**src/rtl/lif_pkg.sv**
```systemverilog
// rtl/lif_pkg.sv - shared constants and AER event type for the LIF neuron array
package lif_pkg;
    localparam int N_NEURONS     = 8;
    localparam int ID_W          = 3;
    localparam int TS_W          = 8;
    localparam int FIFO_DEPTH    = 4;
    localparam int DROP_W        = 8;
    localparam int CNT_W         = $clog2(FIFO_DEPTH) + 1;
    localparam int LIF_THRESHOLD = 200;

    typedef struct packed {
        logic [ID_W-1:0] id;
        logic [TS_W-1:0] ts;
    } aer_evt_t;
endpackage

```
**src/rtl/lif_spike_encoder_if.sv**
```systemverilog
// rtl/lif_spike_encoder_if.sv - valid/ready AER event stream
interface lif_spike_encoder_if;
    logic                     evt_valid;
    logic                     evt_ready;
    logic [lif_pkg::ID_W-1:0] evt_id;
    logic [lif_pkg::TS_W-1:0] evt_ts;

    modport master (output evt_valid, evt_id, evt_ts, input evt_ready);
    modport slave  (input evt_valid, evt_id, evt_ts, output evt_ready);
endinterface

```
**src/rtl/lif_evt_fifo.sv**
```systemverilog
// rtl/lif_evt_fifo.sv - first-word fall-through FIFO of AER events
module lif_evt_fifo
    import lif_pkg::*;
#(
    parameter int DEPTH = FIFO_DEPTH
) (
    input  logic                   clk,
    input  logic                   reset,
    input  logic                   push,
    input  aer_evt_t               push_data,
    input  logic                   pop,
    output aer_evt_t               head,
    output logic                   full,
    output logic                   empty,
    output logic [$clog2(DEPTH):0] count
);
    localparam int PTR_W = $clog2(DEPTH);
    localparam logic [PTR_W:0] FULL_CNT = (PTR_W + 1)'(DEPTH);

    logic [PTR_W-1:0] rd_ptr_q, rd_ptr_d, wr_ptr_q, wr_ptr_d;
    logic [PTR_W:0]   count_q, count_d;
    aer_evt_t         mem_q [DEPTH];
    aer_evt_t         mem_d [DEPTH];
    logic             do_push, do_pop;

    assign full  = (count_q == FULL_CNT);
    assign empty = (count_q == '0);
    assign count = count_q;
    assign head  = empty ? '0 : mem_q[rd_ptr_q];

    // A full FIFO still takes a push when the head leaves in the same cycle.
    assign do_pop  = pop && !empty;
    assign do_push = push && (!full || do_pop);

    always_comb begin
        mem_d    = mem_q;
        rd_ptr_d = rd_ptr_q;
        wr_ptr_d = wr_ptr_q;
        count_d  = count_q;
        if (do_push) begin
            mem_d[wr_ptr_q] = push_data;
            wr_ptr_d        = wr_ptr_q + 1'b1;
        end
        if (do_pop) begin
            rd_ptr_d = rd_ptr_q + 1'b1;
        end
        case ({do_push, do_pop})
            2'b10:   count_d = count_q + 1'b1;
            2'b01:   count_d = count_q - 1'b1;
            default: count_d = count_q;
        endcase
    end

    always_ff @(posedge clk or posedge reset) begin
        if (reset) begin
            rd_ptr_q <= '0;
            wr_ptr_q <= '0;
            count_q  <= '0;
            for (int i = 0; i < DEPTH; i++) begin
                mem_q[i] <= '0;
            end
        end else begin
            rd_ptr_q <= rd_ptr_d;
            wr_ptr_q <= wr_ptr_d;
            count_q  <= count_d;
            mem_q    <= mem_d;
        end
    end
endmodule

```
**src/rtl/lif_spike_encoder.sv**
```systemverilog
// rtl/lif_spike_encoder.sv - serialises neuron spikes into timestamped AER events
module lif_spike_encoder
    import lif_pkg::*;
(
    input  logic                   clk,
    input  logic                   reset,
    input  logic                   enable,
    input  logic [N_NEURONS-1:0]   spike_in,
    lif_spike_encoder_if.master    evt,
    output logic [CNT_W-1:0]       fifo_count,
    output logic                   overflow,
    output logic [DROP_W-1:0]      drop_count
);
    logic [N_NEURONS-1:0] pending_q, pending_d;
    logic [TS_W-1:0]      ts_q, ts_d;
    logic                 overflow_q, overflow_d;
    logic [DROP_W-1:0]    drop_q, drop_d;

    logic [N_NEURONS-1:0] grant_vec, spike_en;
    logic [ID_W-1:0]      grant_id;
    logic                 grant_any, can_push, drop_any, pop;
    logic                 full, empty;
    aer_evt_t             head, wr_evt;

    assign pop           = evt.evt_valid && evt.evt_ready;
    assign evt.evt_valid = !empty;
    assign evt.evt_id    = head.id;
    assign evt.evt_ts    = head.ts;
    assign overflow      = overflow_q;
    assign drop_count    = drop_q;
    assign wr_evt        = '{id: grant_id, ts: ts_q};

    always_comb begin
        grant_id  = '0;
        can_push  = !full || pop;
        // Descending scan so the lowest-index pending neuron wins.
        for (int i = N_NEURONS - 1; i >= 0; i--) begin
            if (pending_q[i]) begin
                grant_id = ID_W'(i);
            end
        end
        grant_any  = can_push && (|pending_q);
        grant_vec  = grant_any ? (N_NEURONS'(1) << grant_id) : '0;
        spike_en   = spike_in & {N_NEURONS{enable}};
        drop_any   = |(spike_en & pending_q & ~grant_vec);
        pending_d  = (pending_q & ~grant_vec) | spike_en;
        ts_d       = enable ? ts_q + 1'b1 : ts_q;
        overflow_d = overflow_q | drop_any;
        drop_d     = (drop_any && (drop_q != '1)) ? drop_q + 1'b1 : drop_q;
    end

    always_ff @(posedge clk or posedge reset) begin
        if (reset) begin
            pending_q  <= '0;
            ts_q       <= '0;
            overflow_q <= 1'b0;
            drop_q     <= '0;
        end else begin
            pending_q  <= pending_d;
            ts_q       <= ts_d;
            overflow_q <= overflow_d;
            drop_q     <= drop_d;
        end
    end

    lif_evt_fifo #(.DEPTH(FIFO_DEPTH)) u_fifo (
        .clk       (clk),
        .reset     (reset),
        .push      (grant_any),
        .push_data (wr_evt),
        .pop       (pop),
        .head      (head),
        .full      (full),
        .empty     (empty),
        .count     (fifo_count)
    );
endmodule

```
**src/flat_wrapper.sv**
```systemverilog
// flat-port wrapper written by rule: the top's interface ports become plain ports
module lif_spike_encoder_flat import lif_pkg::*;
  (clk, reset, enable, spike_in, fifo_count, overflow, drop_count, evt_evt_valid, evt_evt_id, evt_evt_ts, evt_evt_ready);
  lif_spike_encoder_if evt_i ();
  input  logic clk;
  input  logic reset;
  input  logic enable;
  input  logic [N_NEURONS-1:0] spike_in;
  output logic [CNT_W-1:0] fifo_count;
  output logic overflow;
  output logic [DROP_W-1:0] drop_count;
  output wire logic [$bits(evt_i.evt_valid)-1:0] evt_evt_valid;
  output wire logic [$bits(evt_i.evt_id)-1:0] evt_evt_id;
  output wire logic [$bits(evt_i.evt_ts)-1:0] evt_evt_ts;
  input wire logic [$bits(evt_i.evt_ready)-1:0] evt_evt_ready;
  assign evt_evt_valid = evt_i.evt_valid;
  assign evt_evt_id = evt_i.evt_id;
  assign evt_evt_ts = evt_i.evt_ts;
  assign evt_i.evt_ready = evt_evt_ready;
  lif_spike_encoder u_core (.clk(clk), .reset(reset), .enable(enable), .spike_in(spike_in), .evt(evt_i), .fifo_count(fifo_count), .overflow(overflow), .drop_count(drop_count));
endmodule
```
**config.mk**
```make
export PLATFORM = sky130hd
export DESIGN_NAME = lif_spike_encoder_flat
export DESIGN_NICKNAME = d
export VERILOG_FILES = /design/src/rtl/lif_pkg.sv /design/src/rtl/lif_spike_encoder_if.sv /design/src/rtl/lif_evt_fifo.sv /design/src/rtl/lif_spike_encoder.sv /design/src/flat_wrapper.sv
export SDC_FILE = /design/constraint.sdc
export NUM_CORES = 1
export LEC_CHECK = 0
export CORE_ASPECT_RATIO = 0.7
export CORE_MARGIN = 2
export CORE_UTILIZATION = 63
export CTS_BUF_LIST = sky130_fd_sc_hd__clkbuf_4
export DETAILED_ROUTE_END_ITERATION = 8
export PLACE_DENSITY_LB_ADDON = 0.05
export SYNTH_ARGS = -nofsm -noshare
export SYNTH_HDL_FRONTEND = slang
export SYNTH_SLANG_ARGS = --single-unit
```
**constraint.sdc**
```tcl
create_clock -name clk -period 5.5 [get_ports clk]
set_clock_uncertainty 0.05 [all_clocks]
set_input_delay 0.825 -clock clk [delete_from_list [all_inputs] [get_ports clk]]
set_output_delay 0.825 -clock clk [all_outputs]
set_load 0.1 [all_outputs]
```
==> results of run 1 <==
-- critical path: cells and delay by family, from the launching register on --
kind | cells | cell delay (ns)
muxes | 1 | 0.59
buffers and inverters | 1 | 0.96
DFF | 1 | 0.86
and+or+nand+nor | 1 | 0.17
-- area by class of cell --
| type | count | area, um^2 | share of cell area, % |
|---|---|---|---|
| clock buffer | 9 | 67.56 | 1.615 |
| sequential | 76 | 1902 | 45.45 |
| multi-input combinational | 197 | 1672 | 39.95 |
| inverter | 9 | 33.78 | 0.8074 |
| timing repair buffer | 36 | 357.8 | 8.553 |
| tap | 75 | 93.84 | 2.243 |
| clock inverter | 7 | 57.56 | 1.376 |
-- final timing paths --
| kind | to | depth (start not counted) |
|---|---|---|
| setup / recovery | evt_evt_ts[5] | 3 |
| hold / removal | u_core.overflow | 1 |
| setup reg to reg | u_core.u_fifo.count[2] | 9 |
| hold reg to reg | u_core.overflow | 1 |
| max in group asynchronous | u_core.u_fifo.wr_ptr_q[0] | 3 |
| min in group asynchronous | u_core.u_fifo.mem_q[42] | 2 |
-- registers in the layout (all words and copies together) (netlist names) --
register / count
u_core.u_fifo.mem_q: 44
u_core.drop_count: 8
u_core.pending_q: 8
u_core.ts_q: 8
u_core.u_fifo.count: 3
u_core.u_fifo.rd_ptr_q: 2
u_core.u_fifo.wr_ptr_q: 2
u_core.overflow: 1
-- routing by layer --
metal	up-vias	wire length, um	GRT usage, %
li1	1108	-	-
met1	1159	3482	35.56
met2	36	3007	35.21
met3	8	255	6.808
met4	0	61	7.065
met5	-	0	0
-- Yosys cell counts (2+ instances only) --
master,n,area [um^2]
xor2_1,6,52.55
nand4_1,3,18.77
o21ai_0,15,75.07
xnor2_1,12,105.1
nand4_2,2,25.02
mux2_1,21,236.5
dfrtp_1,76,1902
mux2_2,13,146.4
buf_2,5,25.02
nand2b_1,2,12.51
inv_1,9,33.78
nand2_1,34,127.6
clkbuf_1,3,11.26
a22o_1,9,78.83
nand3_1,9,45.04
ha_1,7,87.58
a21oi_1,6,30.03
nand2_2,2,12.51
and2_1,12,75.07
mux4_2,11,247.7
nor2_1,13,48.80
-- cell families (layout without fill, tap and decap cells) --
logic type	after synthesis	in the layout	synth area share (%)
adders and majority gates	8	8	2.941
AOI/OAI and AO/OA	37	37	7.421
and+or+nand+nor	87	87	13.10
buffers and inverters	19	61	2.325
muxes	47	47	17.92
DFF	76	76	51.98
xor gates and xnor gates	18	18	4.309
-- metrics by stage --
step / hold slack [ns] / std cells / util [%] / cell area (um^2) / worst slack (ns)
after detailed placement: 0.4025 / 393 / 71.60 / 4059 / 2.028
final: 0.4290 / 409 / 73.80 / 4184 / 1.612
after global routing: 0.4526 / 409 / 73.80 / 4184 / 1.414
after CTS: 0.4295 / 409 / 73.80 / 4184 / 1.554
after floorplan: 0.3946 / 292 / - / 3659 / 1.537
after global placement: 0.3976 / 393 / 71.60 / 4059 / 2.056
==> summary.md, run 1 <==
| Metric | Value |
|---|---|
| Actual slew at the worst max-slew pin | `0.9900 ns` |
| Antenna diodes | `0` |
| Crit path max fanout | `13` |
| Vias in the first global route | `about 2200` |
| Final hold violations | `0` |
| Max-slew headroom | `33.79%` |
| Crit start category | `flop` |
| Number of antenna violations at the first check in global routing | `0` |
| Die Wd | `95.08 um` |
| Peak Freq | `0.2572 GHz` |
| Yosys warns | `0` |
| DRC | `0` |
| First-pass GRT wire length | `about 11000 um` |
| DR pass1 iterations | `4` |
| Vias per cell | `5.650` |
| Syn Inst Count | `292` |
| Number of port buffers | `35` |
| Chip height | `approximately 68 um` |
| Worst Hold Class | `reg -> reg` |
| Cell Rows | `23` |
| Worst-skew pair later-pin latency | `0.42 ns` |
| Crit Path Category | `reg -> out` |
| Die area | `6442 um^2` |
| Fill count | `396` |
| DR iter-0 viols | `91` |
| Hold_buf cts | `0` |
| Worst path slowest cell | `clkdlybuf4s50_1` |
| Outcome | `finished clean` |
| CTS Sinks | `76` |
| Crit path time final | `3.888 ns` |
| Tot GR Track Use | `about a quarter` |
| Yosys cell types | `43` |
| Commonest non-fill, non-tap cells in the layout | `76 x dfrtp_1, 35 x clkdlybuf4s50_1, 34 x nand2_1` |
| Worst-path clk slew | `0.12 ns` |
| Seq/Total Area, Yosys | `51.98%` |
| RSZ-0062 raised after global routing | `false` |
| Synth Cell Area | `3659 um^2` |
| Critical path's largest stage delay | `about 0.96 ns` |
| Core area | `5669 um^2` |
| Cells resized by post-CTS repair | `0` |
| Nets | `349` |
| H-tree depth | `3` |
| Drt total wl | `6807 um` |
| Mean Syn Cell Area | `12.53 um^2` |
| CTS tree | `done` |
| Clk root buf | `clkbuf_4` |
| Routability Congestion | `0.7658` |
| Largest net degree at the start of global routing | `between 60 and 70` |
| Reg-to-reg slack, setup | `2.90 ns` |
| Io pins | `36` |
| Final setup vio count | `0` |
| Required arrival time at the worst endpoint | `4.62 ns` |
| Post-CTS Setup Repair Bufs | `0` |
| Fraction of registers with async set/reset | `100.0%` |
| WL/cell | `16.64 um` |
| HPWL Detailed | `about 4800 um` |
| Yosys reg bits | `76` |
| Synthesized net count | `312` |
| MaxCap Viol Count | `0` |
| Final period utilization | `around 71%` |
| Predominant post-synthesis flop cell | `dfrtp_1` |
| GR Overflow Total | `0` |
| Critical Path Start | `u_core.u_fifo.rd_ptr_q[0]` |
| CTS max path bufs | `2` |
| Initial Util | `64.53%` |
| Area Growth Syn to Fin | `14.36%` |
| Max Slew Vio Count | `0` |
| Post-synth EDFFs | `0` |
| CP cell instances | `mux4_2 -> and2_1 -> clkdlybuf4s50_1` |
| Share of cells above drive strength 1 | `17.07%` |
| Commonest non-fill, non-tap cell in the layout | `dfrtp_1` |
| Vias | `2311` |
| Routed Antenna Nets | `0` |
| Cts bufs inserted | `9` |
| Worst Path Arrival | `3.01 ns` |
| CP Capture Type | `output pin` |
| Reg2reg start | `u_core.u_fifo.count[0]` |
| Worst hold start | `u_core.overflow` |
| Fin Setup TNS | `0 ns` |
Power of run 1 is not shown: default switching activity piles up to over one toggle a cycle in this logic, so the estimate is an artifact.
==> run 2: changes to the inputs <==
Settings changed: CORE_UTILIZATION 63 to 53.
Clock period 5.5 ns to 3.3 ns, I/O delays scaled along.
==> run 2 against run 1 <==
  * Sequential share of layout area down 0.18 points
  * Largest cell class unchanged
  * Setup slack lost 1.0 ns
  * Hold slack lost 0.018 ns
  * Register-to-register slack worse by 2.1 ns
  * Global-route usage down 2.8 points
  * Critical path depth up 1
  * Wire length increased by 5.5%
  * Cell count rose by 5.4%
  * Clock-buffer cell count up 1
  * Design area increased by 0.39%
==> summary.md, run 2 (synthesis gave the netlist of run 1 again) <==
| Metric | Value |
|---|---|
| Most flop-heavy register | `u_core.u_fifo.mem_q` |
| Critical Path Start | `u_core.u_fifo.rd_ptr_q[0]` |
| Worst Hold Class | `in -> async` |
| Die Wd | `~100 um` |
| Initial Util | `54.40%` |
| Actual slew at the worst max-slew pin | `between 0.9 and 1 ns` |
| Die area | `roughly 7600 um^2` |
| Hold_buf cts | `0` |
| Area of the multi-input gates | `1672 um^2` |
| Flip-flop count of the largest register after layout | `44` |
| Share of cells above drive strength 1 | `24.33%` |
| Worst-path clk slew | `0.12 ns` |
| Crit path max fanout | `9` |
| Number of port buffers | `35` |
| Commonest non-fill, non-tap cell in the layout | `dfrtp_1` |
| CTS max path bufs | `2` |
| Design area | `4200 um^2` |
| Worst slack at placement | `0.6601 ns` |
| Final period utilization | `between 80% and 90%` |
| Routed Antenna Nets | `0` |
| Chip height | `73.51 um` |
| Vias in the first global route | `2270` |
| Tot GR Track Use | `roughly a fifth` |
| Peak Freq | `~0.37 GHz` |
| Clk root buf | `clkbuf_4` |
| Cts bufs inserted | `9` |
| Outcome | `finished clean` |
| Reg-to-reg slack, setup | `0.82 ns` |
| First-pass GRT wire length | `11910 um` |
| Drt total wl | `7179 um` |
| Worst Path Arrival | `2.19 ns` |
| Final hold violations | `0` |
| Antenna diodes | `0` |
| DR pass1 iterations | `4` |
| Post-DP Area | `4073 um^2` |
| Final setup vio count | `0` |
| Commonest non-fill, non-tap cells in the layout | `76 x dfrtp_1, 34 x nand2_1, 25 x buf_4` |
| CTS tree | `done` |
| DRC | `0` |
| Number of antenna violations at the first check in global routing | `0` |
| Largest net degree at the start of global routing | `50` |
| RSZ-0062 raised after global routing | `false` |
| Crit start category | `flop` |
| Vias | `2337` |
| H-tree depth | `3` |
| Reg2Reg Depth | `9` |
| MaxCap Viol Count | `0` |
| Worst-skew pair later-pin latency | `0.42 ns` |
| Reg2reg start | `u_core.pending_q[7]` |
| Cells resized by post-CTS repair | `0` |
| Max Slew Vio Count | `0` |
| End of the critical path | `evt_evt_id[1]` |
| Nets | `353` |
| Fill count | `roughly 560` |
| WL/cell | `~17 um` |
| CP Capture Type | `output pin` |
| Max-slew headroom | `35.62%` |
| Routability Congestion | `0.7701` |
| Register area | `1902 um^2` |
| DR iter-0 viols | `135` |
| Crit path time final | `2.733 ns` |
| Vias per cell | `around 5.4` |
| Core area | `6725 um^2` |
| CTS Sinks | `76` |
| GR Overflow Total | `0` |
| Crit Path Category | `reg -> out` |
| Fin Setup TNS | `0 ns` |
| Reg2Reg Capture Point | `u_core.u_fifo.count[2]` |
| WHS | `0.4107 ns` |
| Cell Rows | `25` |
| Area Growth Syn to Fin | `14.81%` |
| Required arrival time at the worst endpoint | `2.75 ns` |
| HPWL Detailed | `between 5000 and 6000 um` |
| Post-CTS Setup Repair Bufs | `0` |
| Setup WS post-layout | `0.5671 ns` |
| Io pins | `36` |
run 2: cell types whose count changed in the layout (fill, tap and decap cells not counted):
cell             before  now
buf_4                 1   25
inv_6                 0    1
clkinv_2              4    2
buf_12                0    1
clkinv_1              2    1
clkbuf_4              9   10
clkdlybuf4s50_1      35   14
run 2: critical path: stages (launching register included):
cell     delay (ns)
dfrtp_1        0.52
buf_4          0.28
mux4_2         0.53
and2_1         0.20
buf_4          0.24
run 2: how the worst min path moves through the flow:
stage	start	end	slack [ns]	cells after the start
floorplan	u_core.u_fifo.mem_q[19]	u_core.u_fifo.mem_q[19]	0.39	2
global placement	u_core.overflow	u_core.overflow	0.40	1
detailed placement	u_core.overflow	u_core.overflow	0.40	1
CTS	reset	u_core.u_fifo.mem_q[41]	0.40	2
global route	reset	u_core.u_fifo.mem_q[41]	0.45	2
finish	reset	u_core.u_fifo.mem_q[41]	0.41	2
run 2: metal layers:
layer,track usage (%),vias to the layer above,part of all wire (%)
li1,-,1108,-
met1,32.57,1157,50
met2,30.09,64,44
met3,5.899,8,5.4
met4,6.140,0,0.72
met5,0,-,0
run 2: stage by stage:
| step | util, % | instances |
|---|---|---|
| 2_1_floorplan | - | 292 |
| 3_3_place_gp | 60.56 | 416 |
| 3_5_place_dp | 60.56 | 416 |
| 4_1_cts | 62.46 | 431 |
| 5_1_grt | 62.46 | 431 |
| 6_report | 62.46 | 431 |
run 2: cell type report:
class                      instances  share of cell area [%]
timing repair buffer              40                   8.281
clock inverter                     5                   1.251
sequential                        76                   45.28
inverter                           9                  0.8043
clock buffer                      10                   1.787
tap                               94                   2.800
multi-input combinational        197                   39.80
Power of run 2 is left out for the same reason.
==> run 3: changes to the inputs <==
Clock period 3.3 ns to 2.4 ns, I/O delays scaled along.
==> run 3 against run 2 <==
  * Design area rose by 8.4%
  * Register-to-register slack got worse by 0.73 ns
  * Flip-flop and latch count did not move
  * Core utilization rose by 5.2 points
  * Setup slack got worse by 0.48 ns
  * Via count rose by 3.2%
  * Die area did not move
  * First-iteration DRC count fell by 44%
==> summary.md, run 3 (synthesis gave the netlist of run 1 again) <==
| Metric | Value |
|---|---|
| Crit Path Category | `reg -> out` |
| RSZ-0062 raised after global routing | `false` |
| Flip-flop count of the largest register after layout | `44` |
| DRC | `0` |
| CTS tree | `done` |
| Commonest non-fill, non-tap cell in the layout | `dfrtp_1` |
| Commonest non-fill, non-tap cells in the layout | `72 x dfrtp_1, 34 x nand2_1, 26 x buf_4` |
| CTS max path bufs | `2` |
| Crit start category | `flop` |
| Cts bufs inserted | `9` |
| Number of antenna violations at the first check in global routing | `0` |
| Outcome | `finished clean` |
| Post-DP Area | `4433 um^2` |
| Crit path max fanout | `13` |
| DR pass1 iterations | `4` |
| CP Capture Type | `output pin` |
| Vias per cell | `5.394` |
| Final period utilization | `96.48%` |
| Io pins | `36` |
| WHS | `0.3397 ns` |
| Number of port buffers | `35` |
| H-tree depth | `3` |
| Reg-to-reg slack, setup | `0.09 ns` |
| Final hold violations | `0` |
| Share of cells above drive strength 1 | `33.14%` |
| Core area | `6725 um^2` |
| Required arrival time at the worst endpoint | `1.99 ns` |
| Crit path time final | `2.316 ns` |
| Initial Util | `54.40%` |
| Post-CTS Setup Repair Bufs | `0` |
| Fin Setup TNS | `0 ns` |
| Antenna diodes | `0` |
| Nets | `around 370` |
| CTS Sinks | `76` |
| Tot GR Track Use | `21.49%` |
| Drt total wl | `roughly 7300 um` |
| Largest net degree at the start of global routing | `77` |
| Peak Freq | `roughly 0.43 GHz` |
| Most flop-heavy register | `u_core.u_fifo.mem_q` |
| DR iter-0 viols | `75` |
| Vias | `about 2400` |
| Routed Antenna Nets | `0` |
| Max Slew Vio Count | `0` |
| Clk root buf | `clkbuf_4` |
| Design area | `roughly 4600 um^2` |
| Cell Rows | `25` |
| WL/cell | `~16 um` |
| MaxCap Viol Count | `0` |
| Max-slew headroom | `approximately 65%` |
| Area Growth Syn to Fin | `24.42%` |
| Routability Congestion | `around 0.84` |
| Worst Hold Class | `in -> async` |
| Worst-skew pair later-pin latency | `just over 0.4 ns` |
| Die Wd | `103.3 um` |
| First-pass GRT wire length | `~12000 um` |
| Die area | `around 7600 um^2` |
| Vias in the first global route | `2399` |
| Actual slew at the worst max-slew pin | `0.5226 ns` |
| GR Overflow Total | `0` |
| HPWL Detailed | `about 5000 um` |
| Final setup vio count | `0` |
| Chip height | `73.51 um` |
| Worst Path Arrival | `around 1.9 ns` |
| Worst-path clk slew | `0.12 ns` |
==> run 3: changes by cell type in the layout (fill, tap and decap cells not counted), moves of 3 or more <==
| cell | before | now |
|---|---|---|
| and2_1 | 12 | 3 |
| clkdlybuf4s50_1 | 14 | 11 |
| dfrtp_1 | 76 | 72 |
| clkinvlp_4 | 0 | 3 |
| buf_12 | 1 | 17 |
| and2_4 | 0 | 8 |
==> run 3: metal layers <==
metal | global-route usage (%) | share of wire (%) | vias to the layer above
met5 | 0 | 0 | -
met4 | 5.117 | 0.95 | 0
met3 | 5.709 | 3.8 | 8
met2 | 29.73 | 44 | 46
met1 | 33.80 | 51 | 1209
li1 | - | - | 1148
==> run 3: path summary, 6_finish.rpt <==
kind / to / cells after the start / startpoint
max: evt_evt_id[0] / 4 / u_core.u_fifo.rd_ptr_q[0]
min: u_core.u_fifo.mem_q[38] / 3 / reset
max reg2reg: u_core.drop_count[4] / 8 / u_core.u_fifo.count[1]
min reg2reg: u_core.overflow / 1 / u_core.overflow
max in group asynchronous: u_core.u_fifo.count[1] / 3 / reset
min in group clk: u_core.overflow / 1 / u_core.overflow
==> run 3: final cells by class <==
| type | instances | area (um^2) |
|---|---|---|
| Clock inverter | 6 | 42.54 |
| Fill cell | 507 | 2173 |
| Sequential cell | 76 | 1912 |
| Timing Repair Buffer | 56 | 668.1 |
| Multi-Input combinational cell | 197 | 1707 |
| Tap cell | 94 | 117.6 |
| Clock buffer | 9 | 67.56 |
| Inverter | 9 | 37.54 |
==> run 3: timing repair <==
item | 4_1_cts | 5_1_grt
gates resized for setup | 1 | 2
hold buffers | 0 | 0
setup endpoints to repair | 2 | 2
==> run 3: through the flow <==
step                      utilization [%]  setup slack, ns  instances
after floorplan                         -         -0.06949        292
after global placement              65.92         -0.08789        432
after detailed placement            65.92          -0.1504        432
after CTS                           67.61          0.01543        447
after global routing                67.68         0.007314        447
final                               67.68          0.08441        447
==> run 3: critical path, stage by stage, from the launching register on <==
cell     delay [ns]
dfrtp_1        0.37
buf_6          0.22
mux4_2         0.51
and2_2         0.23
buf_12         0.17
Power of run 3 is left out for the same reason.
